$ cat src/rtl/ebpc_enc_scheduler.sv
// Round-robin scheduler sharing one ebpc_encoder between N_REQ input streams.
// A grant is held from the first word of a stream until the encoder reports
// blk_done, so encoder output blocks never mix two streams.
module ebpc_enc_scheduler #(
    parameter int unsigned N_REQ  = 4,
    parameter int unsigned DATA_W = 8,
    parameter int unsigned CNT_W  = 16
) (
    input  logic                       clk_i,
    input  logic                       rst_ni,
    input  logic [N_REQ*DATA_W-1:0]    req_data_i,
    input  logic [N_REQ-1:0]           req_last_i,
    input  logic [N_REQ-1:0]           req_vld_i,
    output logic [N_REQ-1:0]           req_rdy_o,
    output logic [DATA_W-1:0]          enc_data_o,
    output logic                       enc_last_o,
    output logic                       enc_vld_o,
    input  logic                       enc_rdy_i,
    input  logic                       enc_idle_i,
    input  logic                       enc_blk_done_i,
    output logic [N_REQ-1:0]           grant_o,
    output logic                       done_vld_o,
    output logic [$clog2(N_REQ)-1:0]   done_idx_o,
    output logic [CNT_W-1:0]           done_cnt_o,
    output logic                       err_o
);

    localparam int unsigned IDX_W = $clog2(N_REQ);
    localparam logic [IDX_W:0] NReq = (IDX_W+1)'(N_REQ);

    typedef enum logic [1:0] {StIdle, StStream, StDrain} state_e;

    state_e             state_q, state_d;
    logic [IDX_W-1:0]   rr_q, rr_d;
    logic [IDX_W-1:0]   gidx_q, gidx_d;
    logic [N_REQ-1:0]   grant_q, grant_d;
    logic [CNT_W-1:0]   cnt_q, cnt_d;
    logic               done_vld_q, done_vld_d;
    logic [IDX_W-1:0]   done_idx_q, done_idx_d;
    logic [CNT_W-1:0]   done_cnt_q, done_cnt_d;
    logic               err_q, err_d;

    logic               pick_vld;
    logic [IDX_W-1:0]   pick_idx;
    logic [IDX_W:0]     cand;
    logic               hs;

    // First valid requester at or after the rr pointer, wrapping past N_REQ-1
    always_comb begin
        pick_vld = 1'b0;
        pick_idx = '0;
        cand     = '0;
        for (int unsigned i = 0; i < N_REQ; i++) begin
            cand = {1'b0, rr_q} + (IDX_W+1)'(i);
            if (cand >= NReq) begin
                cand = cand - NReq;
            end
            if (!pick_vld && req_vld_i[cand[IDX_W-1:0]]) begin
                pick_vld = 1'b1;
                pick_idx = cand[IDX_W-1:0];
            end
        end
    end

    // Zero-latency pass-through of the granted requester while streaming
    always_comb begin
        enc_data_o = '0;
        enc_last_o = 1'b0;
        enc_vld_o  = 1'b0;
        req_rdy_o  = '0;
        if (state_q == StStream) begin
            enc_data_o        = req_data_i[gidx_q*DATA_W +: DATA_W];
            enc_last_o        = req_last_i[gidx_q];
            enc_vld_o         = req_vld_i[gidx_q];
            req_rdy_o[gidx_q] = enc_rdy_i;
        end
    end

    assign hs = enc_vld_o && enc_rdy_i;

    // Next-state: arbitration, word counting, drain completion and error flag
    always_comb begin
        state_d    = state_q;
        rr_d       = rr_q;
        gidx_d     = gidx_q;
        grant_d    = grant_q;
        cnt_d      = cnt_q;
        done_vld_d = 1'b0;
        done_idx_d = done_idx_q;
        done_cnt_d = done_cnt_q;
        // blk_done is only legal while draining; anything else is sticky error
        err_d      = err_q | (enc_blk_done_i && (state_q != StDrain));
        unique case (state_q)
            StIdle: begin
                if (pick_vld && enc_idle_i) begin
                    gidx_d  = pick_idx;
                    grant_d = {{(N_REQ-1){1'b0}}, 1'b1} << pick_idx;
                    cnt_d   = '0;
                    state_d = StStream;
                end
            end
            StStream: begin
                if (hs) begin
                    if (cnt_q != '1) begin
                        cnt_d = cnt_q + 1'b1;
                    end
                    if (enc_last_o) begin
                        state_d = StDrain;
                    end
                end
            end
            StDrain: begin
                if (enc_blk_done_i) begin
                    done_vld_d = 1'b1;
                    done_idx_d = gidx_q;
                    done_cnt_d = cnt_q;
                    rr_d       = (gidx_q == IDX_W'(N_REQ - 1)) ? '0 : gidx_q + 1'b1;
                    grant_d    = '0;
                    state_d    = StIdle;
                end
            end
            default: state_d = StIdle;
        endcase
    end

    // State and output registers
    always_ff @(posedge clk_i or negedge rst_ni) begin
        if (!rst_ni) begin
            state_q    <= StIdle;
            rr_q       <= '0;
            gidx_q     <= '0;
            grant_q    <= '0;
            cnt_q      <= '0;
            done_vld_q <= 1'b0;
            done_idx_q <= '0;
            done_cnt_q <= '0;
            err_q      <= 1'b0;
        end else begin
            state_q    <= state_d;
            rr_q       <= rr_d;
            gidx_q     <= gidx_d;
            grant_q    <= grant_d;
            cnt_q      <= cnt_d;
            done_vld_q <= done_vld_d;
            done_idx_q <= done_idx_d;
            done_cnt_q <= done_cnt_d;
            err_q      <= err_d;
        end
    end

    assign grant_o    = grant_q;
    assign done_vld_o = done_vld_q;
    assign done_idx_o = done_idx_q;
    assign done_cnt_o = done_cnt_q;
    assign err_o      = err_q;

endmodule

$ cat config.mk
export PLATFORM = sky130hd
export DESIGN_NAME = ebpc_enc_scheduler
export DESIGN_NICKNAME = d
export VERILOG_FILES = /design/src/rtl/ebpc_enc_scheduler.sv
export SDC_FILE = /design/constraint.sdc
export NUM_CORES = 1
export LEC_CHECK = 0
export ABC_AREA = 1
export CORE_UTILIZATION = 50
export CTS_BUF_LIST = sky130_fd_sc_hd__clkbuf_8
export DETAILED_ROUTE_END_ITERATION = 12
export GPL_TIMING_DRIVEN = 0
export HOLD_SLACK_MARGIN = 0.02
export PLACE_DENSITY = 0.83
export SLEW_MARGIN = 20
export SYNTH_ARGS = -nofsm -noshare
export SYNTH_HDL_FRONTEND = slang
export SYNTH_SLANG_ARGS = --single-unit
$ cat constraint.sdc
create_clock -name clk_i -period 2.05 [get_ports clk_i]
set_clock_uncertainty 0.05 [all_clocks]
set_input_delay 0.5125 -clock clk_i [delete_from_list [all_inputs] [get_ports clk_i]]
set_output_delay 0.5125 -clock clk_i [all_outputs]
set_load 0.01 [all_outputs]
==> results.txt <==
- The netlist uses 35 different library cells.
* Root cell of the clock tree: sky130_fd_sc_hd__clkbuf_8
- Via density per instance: 5.45
- Clock tree from TritonCTS: yes
- Internal power comes to about 2.8 mW.
* Remaining global-route overflow: 0
- Leading area contributor after synthesis: sky130_fd_sc_hd__dfrtp_1
- Wire per inst: about 15 um
* Biggest fanout along the worst timing path: 6
- Clock transition time at the flip-flop clock pins of the worst setup and hold paths: around 0.080 ns
- Worst Path Arrival: 1.56 ns
* Quantity of I/O buffers inserted on ports: 82
* Top post-synthesis cells by area: sky130_fd_sc_hd__dfrtp_1, sky130_fd_sc_hd__nand2_1, sky130_fd_sc_hd__nor2_1
- Htree depth: 2
- Buffers inserted to repair hold after CTS numbered 0.
- After synthesis the netlist holds a flip-flop and latch count of 46.
- Via count: 3360
- By count the netlist is led by sky130_fd_sc_hd__nand2_1, sky130_fd_sc_hd__nor2_1, sky130_fd_sc_hd__dfrtp_1.
- Once the floorplan was initialized, standard cells occupied 52.8% of the core.
- Data required time at the worst endpoint: 1.49 ns
* DRT iter0 DRCs: 280
* Shortest period the worst path allows: ~2.1 ns
- After layout, the design draws a total of 5.01 mW.
- VDD sags by at most 0.000751 V.
- just over 80 I/O pins were placed.
- From left edge to right edge, the die measures 79.0 um.
* Number of cells traversed by the worst register-to-register path: 9
- Sequential-to-total area share from yosys stat: 38.9%
- The max-slew violation total from the final report was 0.
* Post-synth top flop: sky130_fd_sc_hd__dfrtp_1
- The worst setup path is launched from a flop.
- Cell with the most instances after synthesis: sky130_fd_sc_hd__nand2_1
- For this run, the post-layout net count is about 600.
* Clock network fraction of design power: 13.3%
- Across all setup checks in the final design, the least slack found is -0.0719 ns.
- In this run the power density over the cells is between 1000 and 1500 nW/um^2.
* Portion of synthesized cell area occupied by the leading cell type: between 30% and 40%
- Net switching fraction of the power: 44.3%
- Entering global routing, the biggest net connects 34 pins.
* Reg power frac: 24.0%
- The critical path is of the flop to output pin type.
* Cell count after synthesis: 432
* Antenna violations before repair: 0
- Setup repair after global routing could not meet its margin everywhere.
* Overall fraction of global-route tracks in use: 29.3%
* Path class of the lowest-slack min-delay path: input port to asynchronous set/reset pin
- For this design the total switching power over the nets is 2.22 mW.
- Setup TNS: -0.272 ns
- In this run the static leakage power is between 2 and 2.5 nW.
- Critical Path Sink Type: output pin
- Final Hold Viols: 0
- DP Wirelength: 6320 um
- Fraction of registers with async set/reset: 100%
* TritonCTS sink count: 46
- Setup violations remaining at the end of the flow were counted as 8.
- Diode count: 0
- Fraction of layout instances using a drive strength above 1: 17.6%
* Synth warnings: 0
- Final-layout worst hold slack: 0.0566 ns
- The run finished, with violations left.
- The clock passes through at most 2 buffers.
- Maximum Capacitance Violations: 0
- Total wirelength of the detailed-routed design: about 9000 um
- The later pin in the worst-skew pair is clocked with a latency of 0.29 ns.
* Number of global-route vias before repair: around 3.2k
- The first TritonRoute pass finished after 5 iterations.
- Die area: 6240 sq um
- Mapped cell area: approximately 3000 sq um
* Post-synth EDFFs: 0
- Slew at the pin closest to its max-slew limit: 0.492 ns
* Inserted Clock Buffers: 5
- At the placement stage, the worst setup path has a slack of -0.696 ns.
- After layout, the worst path uses 104% of the clock period.
- Post-route DRC violation count: 0
* Core Region: about 5600 sq um
- Fmax: 471 MHz
- Max-slew headroom: 66.9%
- Number of rows created at floorplan: 27
- Growth of design area from synthesis to finish: 43.7%
* Synthesized netlist net count: slightly below 500
- Chip Height: 79.0 um
- At the end of routability-driven placement, the weighted congestion stood at 0.911.
* Violated checks: negative setup slack
- The detail route stage leaves a number of antenna-violating nets equal to 0.
- Each instance of the synthesized netlist takes up on average 6.86 sq um.
* Combinational cell fraction of total power: 62.7%
- First-pass GRT wire length: 14500 um
metrics by stage:
stage	std cells	area [sq um]	util, %
after floorplan	432	2960	-
after global routing	617	4260	75.9
after detailed placement	587	3890	69.3
after global placement	586	3870	69.1
final	617	4260	75.9
after CTS	606	4090	72.8
what timing repair did:
action / 4_1_cts / 5_1_grt
pin swaps: 8 / 12
setup buffers: 10 / 9
cloned: 2 / 2
gates resized for setup: 101 / 24
setup endpoints to repair: 25 / 25
per-layer routing:
metal | vias to the layer above | part of all wire [%] | global-route usage (%)
met1 | 1564 | 44 | 39.8
met5 | - | 0 | 0
met3 | 25 | 5.5 | 4.14
met4 | 0 | 2.1 | 9.09
li1 | 1624 | - | -
met2 | 147 | 48 | 48.4
cell type report:
type | count | area, sq um
clock buffer | 5 | 68.8
buffer | 16 | 144
inverter | 38 | 155
multi-input combinational | 332 | 1640
fill | 428 | 1350
clock inverter | 3 | 41.3
sequential | 46 | 1150
tap | 72 | 90.1
timing repair buffer | 105 | 963
power groups by stage:
stage                     combinational [mW]  clock (mW)  sequential, mW
after floorplan                         1.60           0            1.21
after global placement                  2.52           0            1.21
after detailed placement                2.59           0            1.21
after CTS                               2.76       0.675            1.19
after global routing                    3.43       0.709            1.22
final                                   3.14       0.664            1.20
registers in the layout, summed over array words and instances, names as in the netlist:
signal	cells
done_idx_o	2
done_cnt_o	16
state_q	2
cnt_q	16
rr_q	2
grant_o	4
done_vld_o	1
err_o	1
gidx_q	2
placed cells by master (no fill, tap or decap), types with 2 or more instances in the layout:
cell,count
sky130_fd_sc_hd__nand2_2,7
sky130_fd_sc_hd__nor2_1,62
sky130_fd_sc_hd__xor2_1,7
sky130_fd_sc_hd__clkbuf_1,3
sky130_fd_sc_hd__nor3_1,5
sky130_fd_sc_hd__dfrtp_2,2
sky130_fd_sc_hd__o21ai_0,24
sky130_fd_sc_hd__buf_6,6
sky130_fd_sc_hd__buf_4,17
sky130_fd_sc_hd__nand2_1,133
sky130_fd_sc_hd__inv_2,6
sky130_fd_sc_hd__nand3_1,19
sky130_fd_sc_hd__nand2_4,3
sky130_fd_sc_hd__ha_1,3
sky130_fd_sc_hd__clkbuf_4,2
sky130_fd_sc_hd__dlygate4sd2_1,8
sky130_fd_sc_hd__nor2_4,2
sky130_fd_sc_hd__clkbuf_8,7
sky130_fd_sc_hd__clkbuf_16,2
sky130_fd_sc_hd__o21ai_1,12
sky130_fd_sc_hd__buf_2,18
sky130_fd_sc_hd__clkdlybuf4s50_1,58
sky130_fd_sc_hd__dfrtp_1,44
sky130_fd_sc_hd__a21oi_1,10
sky130_fd_sc_hd__o21a_1,2
sky130_fd_sc_hd__nand4_1,22
sky130_fd_sc_hd__buf_8,2
sky130_fd_sc_hd__nor2_2,6
sky130_fd_sc_hd__nand3_2,2
sky130_fd_sc_hd__inv_1,30
critical path, stage by stage (launching register included):
cell and delay (ns):
sky130_fd_sc_hd__dfrtp_2 0.45, sky130_fd_sc_hd__buf_6 0.16, sky130_fd_sc_hd__buf_8 0.12, sky130_fd_sc_hd__nor2_1 0.04, sky130_fd_sc_hd__nor2_1 0.10, sky130_fd_sc_hd__o21ai_1 0.09
sky130_fd_sc_hd__a21oi_1 0.15, sky130_fd_sc_hd__buf_2 0.16
final timing paths:
| path | end | from | slack (ns) |
|---|---|---|---|
| worst max-delay path | enc_data_o[6] | gidx_q[0] | -0.07 |
| worst min-delay path | done_cnt_o[10] | rst_ni | 0.06 |
| worst max register to register | cnt_q[10] | cnt_q[0] | 0.11 |
| worst min register to register | done_cnt_o[2] | done_cnt_o[2] | 0.44 |
| max in group asynchronous | cnt_q[0] | rst_ni | 1.40 |
| min in group clk_i | done_cnt_o[2] | done_cnt_o[2] | 0.44 |
logic make-up after synthesis:
kind of cell,after synthesis,synth area share (%)
AO/OA/AOI/OAI,54,9.84
XOR/XNOR,8,2.36
adder cells (fa/ha/maj),5,2.11
buffers and inverters,54,7.81
flip-flops,46,38.9
AND/OR/NAND/NOR,265,39.0
Note: power is estimated with default switching activity, not from simulation.
